--- src/rtl/exec_pkg.sv ---
// Shared encodings for the execute stage: ALU opcodes, mul/div FSM states, forward selects.
// Latency: n/a (types and constants only).
// Backpressure: n/a.
package exec_pkg;

  // aluCtrl encoding
  localparam logic [2:0] ALU_ADD  = 3'd0;
  localparam logic [2:0] ALU_SUB  = 3'd1;
  localparam logic [2:0] ALU_AND  = 3'd2;
  localparam logic [2:0] ALU_OR   = 3'd3;
  localparam logic [2:0] ALU_SLT  = 3'd4;
  localparam logic [2:0] ALU_MUL  = 3'd5;
  localparam logic [2:0] ALU_DIVU = 3'd6;
  localparam logic [2:0] ALU_REMU = 3'd7;

  // Iterative mul/div sequencer states
  typedef enum logic [1:0] {
    S_IDLE = 2'd0,
    S_BUSY = 2'd1,
    S_DONE = 2'd2
  } md_state_e;

  // Operand source after forwarding
  typedef enum logic [1:0] {
    FWD_RF  = 2'd0,
    FWD_WB  = 2'd1,
    FWD_MEM = 2'd2
  } fwd_sel_e;

  // True for the multi-cycle opcodes (5, 6, 7)
  function automatic logic is_muldiv(input logic [2:0] op);
    return op[2] & (op[1] | op[0]);
  endfunction

endpackage

--- src/rtl/muldiv_iter.sv ---
// Iterative unsigned multiply (low half) / restoring divide, one bit per cycle.
// Latency: accept cycle + WIDTH BUSY cycles + 1 DONE cycle; result valid during DONE.
// Backpressure: stall is high in the accept cycle and throughout BUSY; inputs ignored outside IDLE.
import exec_pkg::*;

module muldiv_iter #(
  parameter int WIDTH = 32
) (
  input  logic             clk,
  input  logic             rst,
  input  logic             start,
  input  logic [2:0]       op,
  input  logic [WIDTH-1:0] op_a,
  input  logic [WIDTH-1:0] op_b,
  output logic             stall,
  output logic             done,
  output logic [WIDTH-1:0] result
);

  localparam int CW = $clog2(WIDTH + 1);

  md_state_e        state_q, state_d;
  logic [CW-1:0]    cnt_q, cnt_d;
  logic [2:0]       op_q, op_d;
  // a: multiplicand (mul) or dividend-shifting-into-quotient (div)
  logic [WIDTH-1:0] a_q, a_d;
  // b: multiplier (mul) or divisor (div)
  logic [WIDTH-1:0] b_q, b_d;
  // acc: product (mul) or partial remainder (div)
  logic [WIDTH-1:0] acc_q, acc_d;
  logic [WIDTH:0]   rem_sh;

  // Next-state: latch operands on start, then one shift-add or restoring step per BUSY cycle
  always_comb begin
    state_d = state_q;
    cnt_d   = cnt_q;
    op_d    = op_q;
    a_d     = a_q;
    b_d     = b_q;
    acc_d   = acc_q;
    rem_sh  = {acc_q, a_q[WIDTH-1]};
    case (state_q)
      S_IDLE: begin
        if (start) begin
          state_d = S_BUSY;
          cnt_d   = '0;
          op_d    = op;
          a_d     = op_a;
          b_d     = op_b;
          acc_d   = '0;
        end
      end
      S_BUSY: begin
        if (op_q == ALU_MUL) begin
          if (b_q[0]) acc_d = acc_q + a_q;
          a_d = a_q << 1;
          b_d = b_q >> 1;
        end else if (rem_sh >= {1'b0, b_q}) begin
          // A zero divisor always subtracts, giving all-ones quotient and remainder = dividend
          acc_d = rem_sh[WIDTH-1:0] - b_q;
          a_d   = {a_q[WIDTH-2:0], 1'b1};
        end else begin
          acc_d = rem_sh[WIDTH-1:0];
          a_d   = {a_q[WIDTH-2:0], 1'b0};
        end
        cnt_d = cnt_q + CW'(1);
        if (cnt_q == CW'(WIDTH - 1)) state_d = S_DONE;
      end
      S_DONE:  state_d = S_IDLE;
      default: state_d = S_IDLE;
    endcase
  end

  // Sequencer and datapath registers
  always_ff @(posedge clk or posedge rst) begin
    if (rst) begin
      state_q <= S_IDLE;
      cnt_q   <= '0;
      op_q    <= ALU_ADD;
      a_q     <= '0;
      b_q     <= '0;
      acc_q   <= '0;
    end else begin
      state_q <= state_d;
      cnt_q   <= cnt_d;
      op_q    <= op_d;
      a_q     <= a_d;
      b_q     <= b_d;
      acc_q   <= acc_d;
    end
  end

  // Stall must cover the accept cycle, so it looks at start while IDLE; forced low in reset
  assign stall  = !rst && (((state_q == S_IDLE) && start) || (state_q == S_BUSY));
  assign done   = (state_q == S_DONE);
  assign result = (op_q == ALU_DIVU) ? a_q : acc_q;

endmodule

--- src/rtl/exec_muldiv.sv ---
// Execute stage: forwarding, ALU, branch adder, EX/MEM register, plus iterative mul/div.
// Latency: single-cycle ops 1 cycle; mul/div WIDTH+2 cycles from acceptance to EX/MEM.
// Backpressure: stall holds PC/IF-ID/ID-EX while mul/div runs; EX/MEM takes bubbles meanwhile.
import exec_pkg::*;

module exec_muldiv #(
  parameter int WIDTH    = 32,
  parameter int REG_BITS = 5
) (
  input  logic                clk,
  input  logic                reset,
  input  logic                valid_IDEX,
  input  logic [WIDTH-1:0]    readData1,
  input  logic [WIDTH-1:0]    readData2,
  input  logic [WIDTH-1:0]    address,
  input  logic [WIDTH-1:0]    pcIncr,
  input  logic                ctrlAluSrc,
  input  logic [2:0]          aluCtrl,
  input  logic                branch,
  input  logic                regWrite_IDEX,
  input  logic [REG_BITS-1:0] rs_IDEX,
  input  logic [REG_BITS-1:0] rt_IDEX,
  input  logic [REG_BITS-1:0] rd_IDEX,
  input  logic [REG_BITS-1:0] rd_MEMWB,
  input  logic                regWrite_MEMWB,
  input  logic [WIDTH-1:0]    valueToWB,
  output logic [WIDTH-1:0]    result_EXMEM,
  output logic [REG_BITS-1:0] rd_EXMEM,
  output logic                regWrite_EXMEM,
  output logic                valid_EXMEM,
  output logic [WIDTH-1:0]    resultBranch,
  output logic                pcSrc,
  output logic                flushPrevInstr,
  output logic                stall
);

  fwd_sel_e            fwd_a, fwd_b;
  logic [WIDTH-1:0]    src_a, src_b, op2, alu_res, md_result;
  logic                zero, md_start, md_done;
  logic [WIDTH-1:0]    result_q, result_d;
  logic [REG_BITS-1:0] rd_q, rd_d;
  logic                regwrite_q, regwrite_d;
  logic                valid_q, valid_d;
  logic                exmem_fwd_ok;

  assign exmem_fwd_ok = regwrite_q && valid_q && (rd_q != '0);

  // Forward select: own EX/MEM beats MEM/WB beats register file
  always_comb begin
    fwd_a = FWD_RF;
    fwd_b = FWD_RF;
    if (exmem_fwd_ok && (rd_q == rs_IDEX))
      fwd_a = FWD_MEM;
    else if (regWrite_MEMWB && (rd_MEMWB != '0) && (rd_MEMWB == rs_IDEX))
      fwd_a = FWD_WB;
    if (exmem_fwd_ok && (rd_q == rt_IDEX))
      fwd_b = FWD_MEM;
    else if (regWrite_MEMWB && (rd_MEMWB != '0) && (rd_MEMWB == rt_IDEX))
      fwd_b = FWD_WB;
  end

  // Operand muxes; the immediate bypasses forwarding entirely
  always_comb begin
    case (fwd_a)
      FWD_MEM: src_a = result_q;
      FWD_WB:  src_a = valueToWB;
      default: src_a = readData1;
    endcase
    case (fwd_b)
      FWD_MEM: src_b = result_q;
      FWD_WB:  src_b = valueToWB;
      default: src_b = readData2;
    endcase
    op2 = ctrlAluSrc ? address : src_b;
  end

  assign md_start = valid_IDEX && is_muldiv(aluCtrl);

  muldiv_iter #(.WIDTH(WIDTH)) u_muldiv (
    .clk    (clk),
    .rst    (reset),
    .start  (md_start),
    .op     (aluCtrl),
    .op_a   (src_a),
    .op_b   (src_b),
    .stall  (stall),
    .done   (md_done),
    .result (md_result)
  );

  // Single-cycle ALU; multi-cycle opcodes take the iterative unit's result
  always_comb begin
    alu_res = '0;
    case (aluCtrl)
      ALU_ADD: alu_res = src_a + op2;
      ALU_SUB: alu_res = src_a - op2;
      ALU_AND: alu_res = src_a & op2;
      ALU_OR:  alu_res = src_a | op2;
      ALU_SLT: alu_res = {{(WIDTH-1){1'b0}}, ($signed(src_a) < $signed(op2))};
      default: alu_res = md_done ? md_result : '0;
    endcase
  end

  assign zero           = (alu_res == '0);
  assign pcSrc          = branch && zero && valid_IDEX && !stall;
  assign flushPrevInstr = pcSrc;
  assign resultBranch   = pcIncr + (address << 2);

  // EX/MEM next value: a bubble whenever the mul/div unit is stalling the pipe
  always_comb begin
    result_d   = alu_res;
    rd_d       = rd_IDEX;
    regwrite_d = regWrite_IDEX;
    valid_d    = valid_IDEX;
    if (stall) begin
      regwrite_d = 1'b0;
      valid_d    = 1'b0;
    end
  end

  // EX/MEM register
  always_ff @(posedge clk or posedge reset) begin
    if (reset) begin
      result_q   <= '0;
      rd_q       <= '0;
      regwrite_q <= 1'b0;
      valid_q    <= 1'b0;
    end else begin
      result_q   <= result_d;
      rd_q       <= rd_d;
      regwrite_q <= regwrite_d;
      valid_q    <= valid_d;
    end
  end

  assign result_EXMEM   = result_q;
  assign rd_EXMEM       = rd_q;
  assign regWrite_EXMEM = regwrite_q;
  assign valid_EXMEM    = valid_q;

endmodule

--- config.mk ---
export PLATFORM = sky130hd
export DESIGN_NAME = exec_muldiv
export DESIGN_NICKNAME = d
export VERILOG_FILES = /design/src/rtl/exec_pkg.sv /design/src/rtl/muldiv_iter.sv /design/src/rtl/exec_muldiv.sv
export SDC_FILE = /design/constraint.sdc
export NUM_CORES = 1
export LEC_CHECK = 0
export ABC_AREA = 1
export CAP_MARGIN = 15
export CORE_UTILIZATION = 55
export CTS_BUF_LIST = sky130_fd_sc_hd__clkbuf_8
export DETAILED_ROUTE_END_ITERATION = 6
export PLACE_DENSITY = 0.78
export SYNTH_ARGS = -nofsm -noshare
export SYNTH_HDL_FRONTEND = slang
export SYNTH_SLANG_ARGS = --single-unit
--- constraint.sdc ---
create_clock -name clk -period 9.12 [get_ports clk]
set_input_delay 0.912 -clock clk [delete_from_list [all_inputs] [get_ports clk]]
set_output_delay 0.912 -clock clk [all_outputs]
set_load 0.05 [all_outputs]
== Word-level counts from Yosys, hierarchy flattened ==
Cells that the tools add are included.
Word-level totals
  bits in registers: 146
  bits of input ports: 190
Operators by class
  $add $sub $neg: 6
  order comparisons: 2
  eq/ne operators: 21
  multiplexer cells: 29
  bitwise operators: 4
  reductions and logical operators: 27
Operators by type and width (number)
  $mux 32: 10
  $pmux 32 s2: 5
  $pmux 32 s5: 1
  $add 32x32->32: 3
  $sub 32x32->32: 2
  $ge 33x32->1: 1
  $and 32x32->32: 1
  $logic_not 32->1: 1
  $lt 32x32->1: 1
  $or 32x32->32: 1
  $eq 5x5->1: 4
  $logic_and 1x1->1: 13
  $pmux 6 s2: 1
  $reduce_bool 5->1: 2
  $eq 3x3->1 const B: 3
  $mux 2: 4
  $add 6x1->6 const B: 1
  $eq 2x1->1 const B: 3
  $eq 2x2->1 const B: 3
  $eq 3x2->1 const B: 2
  $eq 6x5->1 const B: 1
  $mux 1: 6
  $mux 6: 1
  $ne 2x1->1 const B: 3
  12 further kinds: 16

== Logic depth before layout (Yosys ltp) ==
Gate-level depths: netlist of the first run.
  word-level depth: 14
  depth in mapped cells: 35

== Modules after synthesis ==
From an unflattened synthesis of the first run, not the netlist that was laid out.
Unflattened totals
  cell total of the unflattened synthesis: 3701
  area, all modules: 21861.0 um^2
Modules (own cells, without submodules)
  exec_muldiv: instances 1, cells each 2055, area an instance 11742.5 um^2
  muldiv_iter: instances 1, cells each 1646, area an instance 10118.5 um^2

== Worst setup path after synthesis of the first run ==
No wires, ideal clock.
  path type: input to output
  start point: input port reset
  end point: output port pcSrc
  arrival time: 5.369 ns
  path slack: 2.839 ns
  cell stages on the path: 15
  cells stage by stage: inv_1 nand2_1 nand2_1 inv_2 nand2_1 nor2_1 nand2_1 nor2_1 nand3_1 nor2_1 nand3_1 nor2_1 nand2_1 nor2_1 buf_4
Between the ends
  cells in the longest elaborated chain, start to end: 4
RTL lines
  start, declared: line exec_muldiv.sv:11  | input logic reset,
  $logic_not 1->1 (no line)
  $logic_and 1x1->1: line muldiv_iter.sv:94  | assign stall = !rst && (((state_q == S_IDLE) && start) || (state_q == S_BUSY));
  $logic_not 1->1: line exec_muldiv.sv:105  | assign pcSrc = branch && zero && valid_IDEX && !stall;
  $logic_and 1x1->1: line exec_muldiv.sv:105
  end, declared: line exec_muldiv.sv:32  | output logic pcSrc,
Every way passes these cells.

== Worst setup path in the final report of the first run ==
  start point: input port rt_IDEX[2]
  end point: output port flushPrevInstr
Between the ends
  cells in the longest elaborated chain, start to end: 13
RTL lines
  start, declared: line exec_muldiv.sv:22  | input logic [REG_BITS-1:0] rt_IDEX,
  $eq 5x5->1: line exec_muldiv.sv:58  | else if (regWrite_MEMWB && (rd_MEMWB != '0) && (rd_MEMWB == rt_IDEX))
  $logic_and 1x1->1: line exec_muldiv.sv:58
  $mux 1: line exec_muldiv.sv:58
  $mux 2 *: line exec_muldiv.sv:56  | if (exmem_fwd_ok && (rd_q == rt_IDEX))
  $eq 2x1->1 / $eq 2x2->1 (equally long branches): line exec_muldiv.sv:69  | case (fwd_b)
  $pmux 32 s2 *: line exec_muldiv.sv:69
  $mux 32 *: line exec_muldiv.sv:74  | op2 = ctrlAluSrc ? address : src_b;
  $sub 32x32->32, or another cell as far along: line exec_muldiv.sv:96  | ALU_SUB: alu_res = src_a - op2;
  $pmux 32 s5 *: line exec_muldiv.sv:94  | case (aluCtrl)
  named net alu_res[0]: line exec_muldiv.sv:38  | logic [WIDTH-1:0] src_a, src_b, op2, alu_res, md_result;
  $logic_not 32->1 *: line exec_muldiv.sv:104  | assign zero = (alu_res == '0);
  $logic_and 1x1->1 * (3 in a row): line exec_muldiv.sv:105
  end, declared: line exec_muldiv.sv:33  | output logic flushPrevInstr,
The timed path passes the listed nets; every way through them passes the cells marked *.

==> flow_summary.ini, run 1 <==
[status]
outcome = finished with violations
violations = design-rule violations

[global_routing]
antenna_found_initial = 8
grt_pass1_wl_mm = 137.8
grt_pass1_vias = 23230
grt_max_degree = 86
grt_overflow = 0
grt_usage_pct = 48.17

[setup_path]
reg2reg_slack_ns = 3.69
critical_path_class = primary input to primary output
critPathTopFamily = simple AND/OR/NAND/NOR gates
worstPathArrival_ns = 7.28
worstPathRequired_ns = 8.21
crit_slowest_cell = o211ai_1
path_max_fanout = 23
worst-path-stages = 28
critical-path-top-cell-by-count = nand2_1
cp_slowest_stage_delay_ns = 0.61
r2r-end = result_EXMEM[31]
cp_num_buf_inv = 5
crit_path_start = rt_IDEX[2]
cp-start-kind = primary input
crit_path_end = flushPrevInstr
ff2ff_path_depth = 27
r2r-start = rd_EXMEM[3]
cp-end-kind = primary output

[timing]
hold_viol = 0
min_period_ns = 8.194
tightest_slew_ns = 1.184
slew_headroom_pct = 20.38
maxSlewViolCount = 0
rsz0062_at_grt = no
timing.fmax_mhz = 122.0
finalCritPeriodShare_pct = 89.84
skew_ns = 0.02581
tns_ns = 0
setup_viol = 0

[detailed_routing]
drt_pre_antenna_iters = 7
drc = 1
via_per_inst = 6.216
ant_nets = 0
wl_per_cell_um = 23.00
finalWirelength_mm = 92.71
vias = 25060
drt_iter0_drc = 3449

[yosys]
synth_async_sr_flop_share_pct = 100.0
synth-seq-cells = 146
syn-cell-area_um2 = 20320
synth_most_common_cell = nand2_1
synthTopCellsByCount = 850 x nand2_1, 505 x inv_1, 304 x nor2_1
synthFlopType = dfrtp_1
synth_edf_count = 0
synth_nets = 3748
synthDistinctLibCells = 54
ys_warn_count = 0
yosysTopAreaCell = dfrtp_1
syn_area_per_cell_um2 = 6.055
synth_area_leaders = dfrtp_1 18%, nand2_1 16%, ha_1 12%
yosysTopAreaCellShare_pct = 17.98
ys_seq_area_share_pct = 17.98
netlist_instances = 3356

[floorplan]
die_y_um = 194.2
initial_utilization_pct = 55.64
die-area_um2 = 37720
ios = 264
fp.coreArea_um2 = 36520
fp.dieW_um = 194.2
row_count = 70

[cts]
cts_tree = built
cts.repair.resized = 0
cts.sinks = 146
clk_transition_reported_paths_ns = 0.11
cts_buffer_depth = 2
clkLatencyLatePin_ns = 0.52
cts-root-buf = clkbuf_8
postCtsSetupBuffers = 0
hold_buffers = 0
cts_max_level = 4
cts_buffers = 17

[flow_run]
max_cap_viol_count = 0

[place]
gp_congestion = 1.224
portBuffers = 259
hpwl_mm = 76.38
dp_cells = 3993

[final_layout]
syn_to_final_growth_pct = 16.11
drive_gt1_share_pct = 4.526
fin_nets = 3936
instances_no_fill = 4031
final.fill_count = 3461

[power_and_ir_drop]
power_frac_comb_pct = 73.0
switchingPower_w = 0.003776
seqPwrFrac_pct = 18.2
vdd_drop_max_mv = 0.3589
switching_share_pct = 58.43
power.leakage_nw = 11.90
powerDensity_nw_per_um2 = 273.9
p_int_w = 0.002686
power.share.clock_pct = 8.9

[hold_path]
hold_class = flop to flop
==> how the worst min path moves through the flow <==
stage | start | to | slack [ns] | cells after the start
after floorplan | u_muldiv.op_q[0] | u_muldiv.op_q[0] | 0.45 | 2
after global placement | u_muldiv.op_q[0] | u_muldiv.op_q[0] | 0.47 | 2
after global routing | u_muldiv.cnt_q[0] | u_muldiv.cnt_q[0] | 0.54 | 1
after CTS | u_muldiv.cnt_q[5] | u_muldiv.state_q[1] | 0.51 | 1
final | u_muldiv.cnt_q[5] | u_muldiv.state_q[1] | 0.52 | 1
after detailed placement | u_muldiv.op_q[0] | u_muldiv.op_q[0] | 0.50 | 2
==> layout make-up <==
| cell class | count | area, um^2 | area share [%] |
|---|---|---|---|
| Antenna cell | 6 | 15.01 | 0.06363 |
| Clock buffer | 17 | 234.0 | 0.9916 |
| Clock inverter | 15 | 203.9 | 0.8644 |
| Inverter | 521 | 1963 | 8.320 |
| Multi-Input combinational cell | 2574 | 14160 | 60.03 |
| Sequential cell | 146 | 3654 | 15.48 |
| Tap cell | 468 | 585.6 | 2.482 |
| Timing Repair Buffer | 284 | 2775 | 11.76 |
==> stage by stage <==
step	setup WS (ns)	utilization [%]	hold WS, ns	total power (W)	area [um^2]
floorplan	2.839	-	0.4530	0.004433	20320
global placement	1.529	63.36	0.4718	0.005615	23140
detailed placement	1.513	63.36	0.4957	0.005712	23140
CTS	1.484	64.56	0.5147	0.006310	23580
global route	0.7788	64.59	0.5383	0.006989	23590
finish	0.9262	64.60	0.5173	0.006462	23600
==> worst reg2reg max path, cell delays in order (launching register included) <==
cell and delay [ns]:
dfrtp_1 0.49, nor2_1 0.14, nand3b_1 0.09, nand3_1 0.13, nor4_1 0.07, nand2_1 0.07, buf_4 0.27, inv_1 0.31
nor2_2 0.34, buf_4 0.33, buf_4 0.25, nand2_1 0.07, o211ai_1 0.12, nand2_1 0.08, o21ai_0 0.18, inv_1 0.12
ha_1 0.51, inv_1 0.13, a21oi_1 0.38, o21ai_1 0.15, a21oi_1 0.20, nand2_1 0.19, nand2_1 0.13, nand3_1 0.08
nand3_1 0.09, nand3_1 0.18, nor2_1 0.17, inv_1 0.06
==> cells in the final DEF, fill, tap and decap left out, drive strengths merged, types with 2 or more instances in the layout <==
cell type      synthesis  layout
ha                   197     197
a21oi                228     228
fa                     5       5
o211ai                68      68
o21ai                285     285
nand3                289     289
nor2                 311     311
xnor2                 26      26
nand2                858     858
buf                   69      27
dfrtp                146     146
o21a                  10      10
a31oi                  9       9
nor3                  38      38
and2                   3       3
diode                  0       6
clkinv                 2      10
a21o                   7       7
nand3b                 6       6
a211oi                18      18
o221ai                10      10
clkdlybuf4s50          0     257
clkbuf                46      17
nor4                   8       8
o22ai                  2       2
a21boi                 4       4
a221oi                16      16
nand4                 53      53
a22o                   9       9
xor2                  57      57
inv                  519     526
or2                   29      29
o21bai                21      21
==> power by group through the flow <==
stage | registers [W] | logic (W) | clock network [W]
floorplan | 0.00113 | 0.00330 | 0
global placement | 0.00116 | 0.00446 | 0
detailed placement | 0.00116 | 0.00455 | 0
CTS | 0.00115 | 0.00459 | 0.000571
global route | 0.00119 | 0.00521 | 0.000594
finish | 0.00117 | 0.00471 | 0.000575
==> cell families (layout without fill, tap and decap cells) <==
logic type / Yosys count / after routing / share of synthesized area (%)
flops: 146 / 146 / 17.98
xor+xnor: 83 / 83 / 3.577
other cells: 0 / 6 / 0
buf+inv: 636 / 837 / 12.46
fa+ha+maj: 202 / 202 / 12.62
compound gates: 692 / 692 / 20.07
simple gates: 1597 / 1597 / 33.30
==> flip-flops by register name, summed over array words and instances, names as in the netlist <==
register	flops
regWrite_EXMEM	1
result_EXMEM	32
rd_EXMEM	5
u_muldiv.b_q	32
u_muldiv.op_q	3
u_muldiv.state_q	2
valid_EXMEM	1
u_muldiv.a_q	32
u_muldiv.acc_q	32
u_muldiv.cnt_q	6
==> routing by layer <==
metal / part of all wire [%] / track usage (%)
met1: 38 / 62.18
met2: 42 / 72.92
met3: 13 / 13.20
met4: 6.1 / 26.07
met5: 0.046 / 0
Note: power is estimated with default switching activity, not from simulation.
==> run 2, diff against run 1 <==
--- a/config.mk
+++ b/config.mk
@@ -10,7 +10,7 @@
 export CORE_UTILIZATION = 55
 export CTS_BUF_LIST = sky130_fd_sc_hd__clkbuf_8
 export DETAILED_ROUTE_END_ITERATION = 6
-export PLACE_DENSITY = 0.78
+export PLACE_DENSITY = 0.8
 export SYNTH_ARGS = -nofsm -noshare
 export SYNTH_HDL_FRONTEND = slang
 export SYNTH_SLANG_ARGS = --single-unit
==> run 2 against run 1 <==
- the run still ends with design-rule violations left
- combinational power about the same
- count of clock-buffer cells in the layout unchanged
- worst hold slack worse by 0.0025 ns
- sequential cell count stayed put
- sequential power about the same
- worst setup slack better by 0.39 ns
- via count hardly changed
- clock power is 3% higher
- non-clock buffer count down 1
- global-route usage fell by 1.3 points
- critical endpoint unchanged
==> flow_summary.ini, run 2 (same netlist as run 1, synthesis figures left out) <==
[status]
outcome = finished with violations
violations = design-rule violations

[floorplan]
initial_utilization_pct = 55.64
ios = 264
row_count = 70
fp.dieW_um = 194.2
fp.coreArea_um2 = 36520
die-area_um2 = 37720
die_y_um = 194.2

[detailed_routing]
drc = 1
wl_per_cell_um = 22.54
vias = 25070
drt_iter0_drc = 3434
finalWirelength_mm = 90.80
via_per_inst = 6.224
drt_pre_antenna_iters = 7
ant_nets = 0

[final_layout]
instances_no_fill = 4028
mostFrequentLayoutCells = 849 x nand2_1, 504 x inv_1, 301 x nor2_1
final_util_pct = 64.55
fin_nets = 3935
final_common_cell = nand2_1
syn_to_final_growth_pct = 16.01
drive_gt1_share_pct = 4.499

[setup_path]
critPathTopFamily = buffers and inverters
r2r-end = result_EXMEM[21]
cp-end-kind = primary output
cp_num_buf_inv = 5
cp_slowest_stage_delay_ns = 0.57
worstPathRequired_ns = 8.21
critical_path_class = primary input to primary output
path_max_fanout = 23
path_cells = clkdlybuf4s50_1 -> xor2_1 -> nor3_2 -> nand2_1 -> buf_4 -> inv_2 -> nor2_4 -> clkinv_1 -> o221ai_1 -> ha_1 -> o21ai_0 -> a21oi_1 -> o21ai_0 -> a21oi_1 -> nand2_1 -> nand2_1 -> nand3_1 -> nand4_1 -> nor3_1 -> nand2_1 -> nor2_1 -> buf_4
crit_slowest_cell = o221ai_1
ff2ff_path_depth = 21
cp-start-kind = primary input
reg2reg_slack_ns = 3.76
r2r-start = rd_EXMEM[2]
worstPathArrival_ns = 6.89
critical-path-top-cell-by-count = nand2_1

[cts]
cts_buffers = 17
clk_transition_reported_paths_ns = 0.10
hold_buffers = 0
cts.repair.resized = 0
cts_buffer_depth = 2
cts-root-buf = clkbuf_8
cts_tree = built
clkLatencyLatePin_ns = 0.50
cts_max_level = 4
postCtsSetupBuffers = 0
cts.sinks = 146

[global_routing]
use_met1_pct = 60.27
grt_max_degree = 92
grt_usage_pct = 46.92
grt_pass1_vias = 23390
grt_overflow = 0
grt_pass1_wl_mm = 135.4
grt_util_met3_pct = 11.93
top_usage_layer = met2
antenna_found_initial = 9
grtUsageMet2_pct = 71.98

[timing]
skew_ns = 0.02682
rsz0062_at_grt = no
slew_headroom_pct = 28.71
finalCritPeriodShare_pct = 85.60
tightest_slew_ns = 1.060
hold_viol = 0
maxSlewViolCount = 0
setup_viol = 0
timing.fmax_mhz = 128.1
tns_ns = 0
min_period_ns = 7.807

[place]
portBuffers = 259
dp_cells = 3992
hpwl_mm = 74.97
gp_congestion = 1.157

[hold_path]
hold_start = u_muldiv.cnt_q[5]
hold_end = u_muldiv.state_q[1]
hold_class = flop to flop
worstHoldPathCells = 1

[power_and_ir_drop]
report.power.total_w = 0.006474
powerDensity_nw_per_um2 = 274.6
vdd_drop_max_mv = 0.3012
power.leakage_nw = 11.91

[flow_run]
max_cap_viol_count = 0
[run 2: worst max path at each step]
stage                      startpoint             end  slack [ns]  cells past startpoint
after floorplan                 reset           pcSrc        2.84                     15
after global placement    rd_MEMWB[1]  flushPrevInstr        1.73                     27
after detailed placement   rs_IDEX[2]  flushPrevInstr        1.69                     22
after CTS                 rd_MEMWB[1]  flushPrevInstr        1.66                     27
after global routing       rs_IDEX[2]  flushPrevInstr        1.22                     26
final                      rs_IDEX[2]  flushPrevInstr        1.31                     22
[run 2: stage by stage]
stage                     hold WS [ns]  instance area (um^2)  setup WS [ns]
final                           0.5147                 23580          1.313
after global routing            0.5556                 23580          1.216
after CTS                       0.5155                 23570          1.661
after detailed placement        0.4988                 23130          1.695
after global placement          0.4828                 23130          1.734
after floorplan                 0.4530                 20320          2.839
[run 2: final cells by class]
class / instances / area, um^2
flip-flops and latches: 146 / 3654
clock buffers: 17 / 234.0
clock inverters: 15 / 197.7
fillers: 3508 / 12950
diodes: 4 / 10.01
well taps: 468 / 585.6
multi-input cells: 2574 / 14160
repair buffers: 283 / 2768
inverters: 521 / 1963
[run 2: layer usage]
metal | vias up | wire [um]
met5 | - | 56
met4 | 8 | 5909
met2 | 1788 | 38430
met1 | 11560 | 34560
li1 | 11370 | -
met3 | 348 | 11840
[run 2: power by group]
group	internal [W]	switching, W
clock network	0.000281	0.000309
logic	0.00158	0.00313
registers	0.000894	0.000282
[run 2: worst reg2reg max path, delay by kind of cell (launching register included)]
kind	cells	cell delay [ns]
compound gates	4	1.60
fa+ha+maj	1	0.48
buf+inv	5	1.19
flops	1	0.49
simple gates	11	1.47
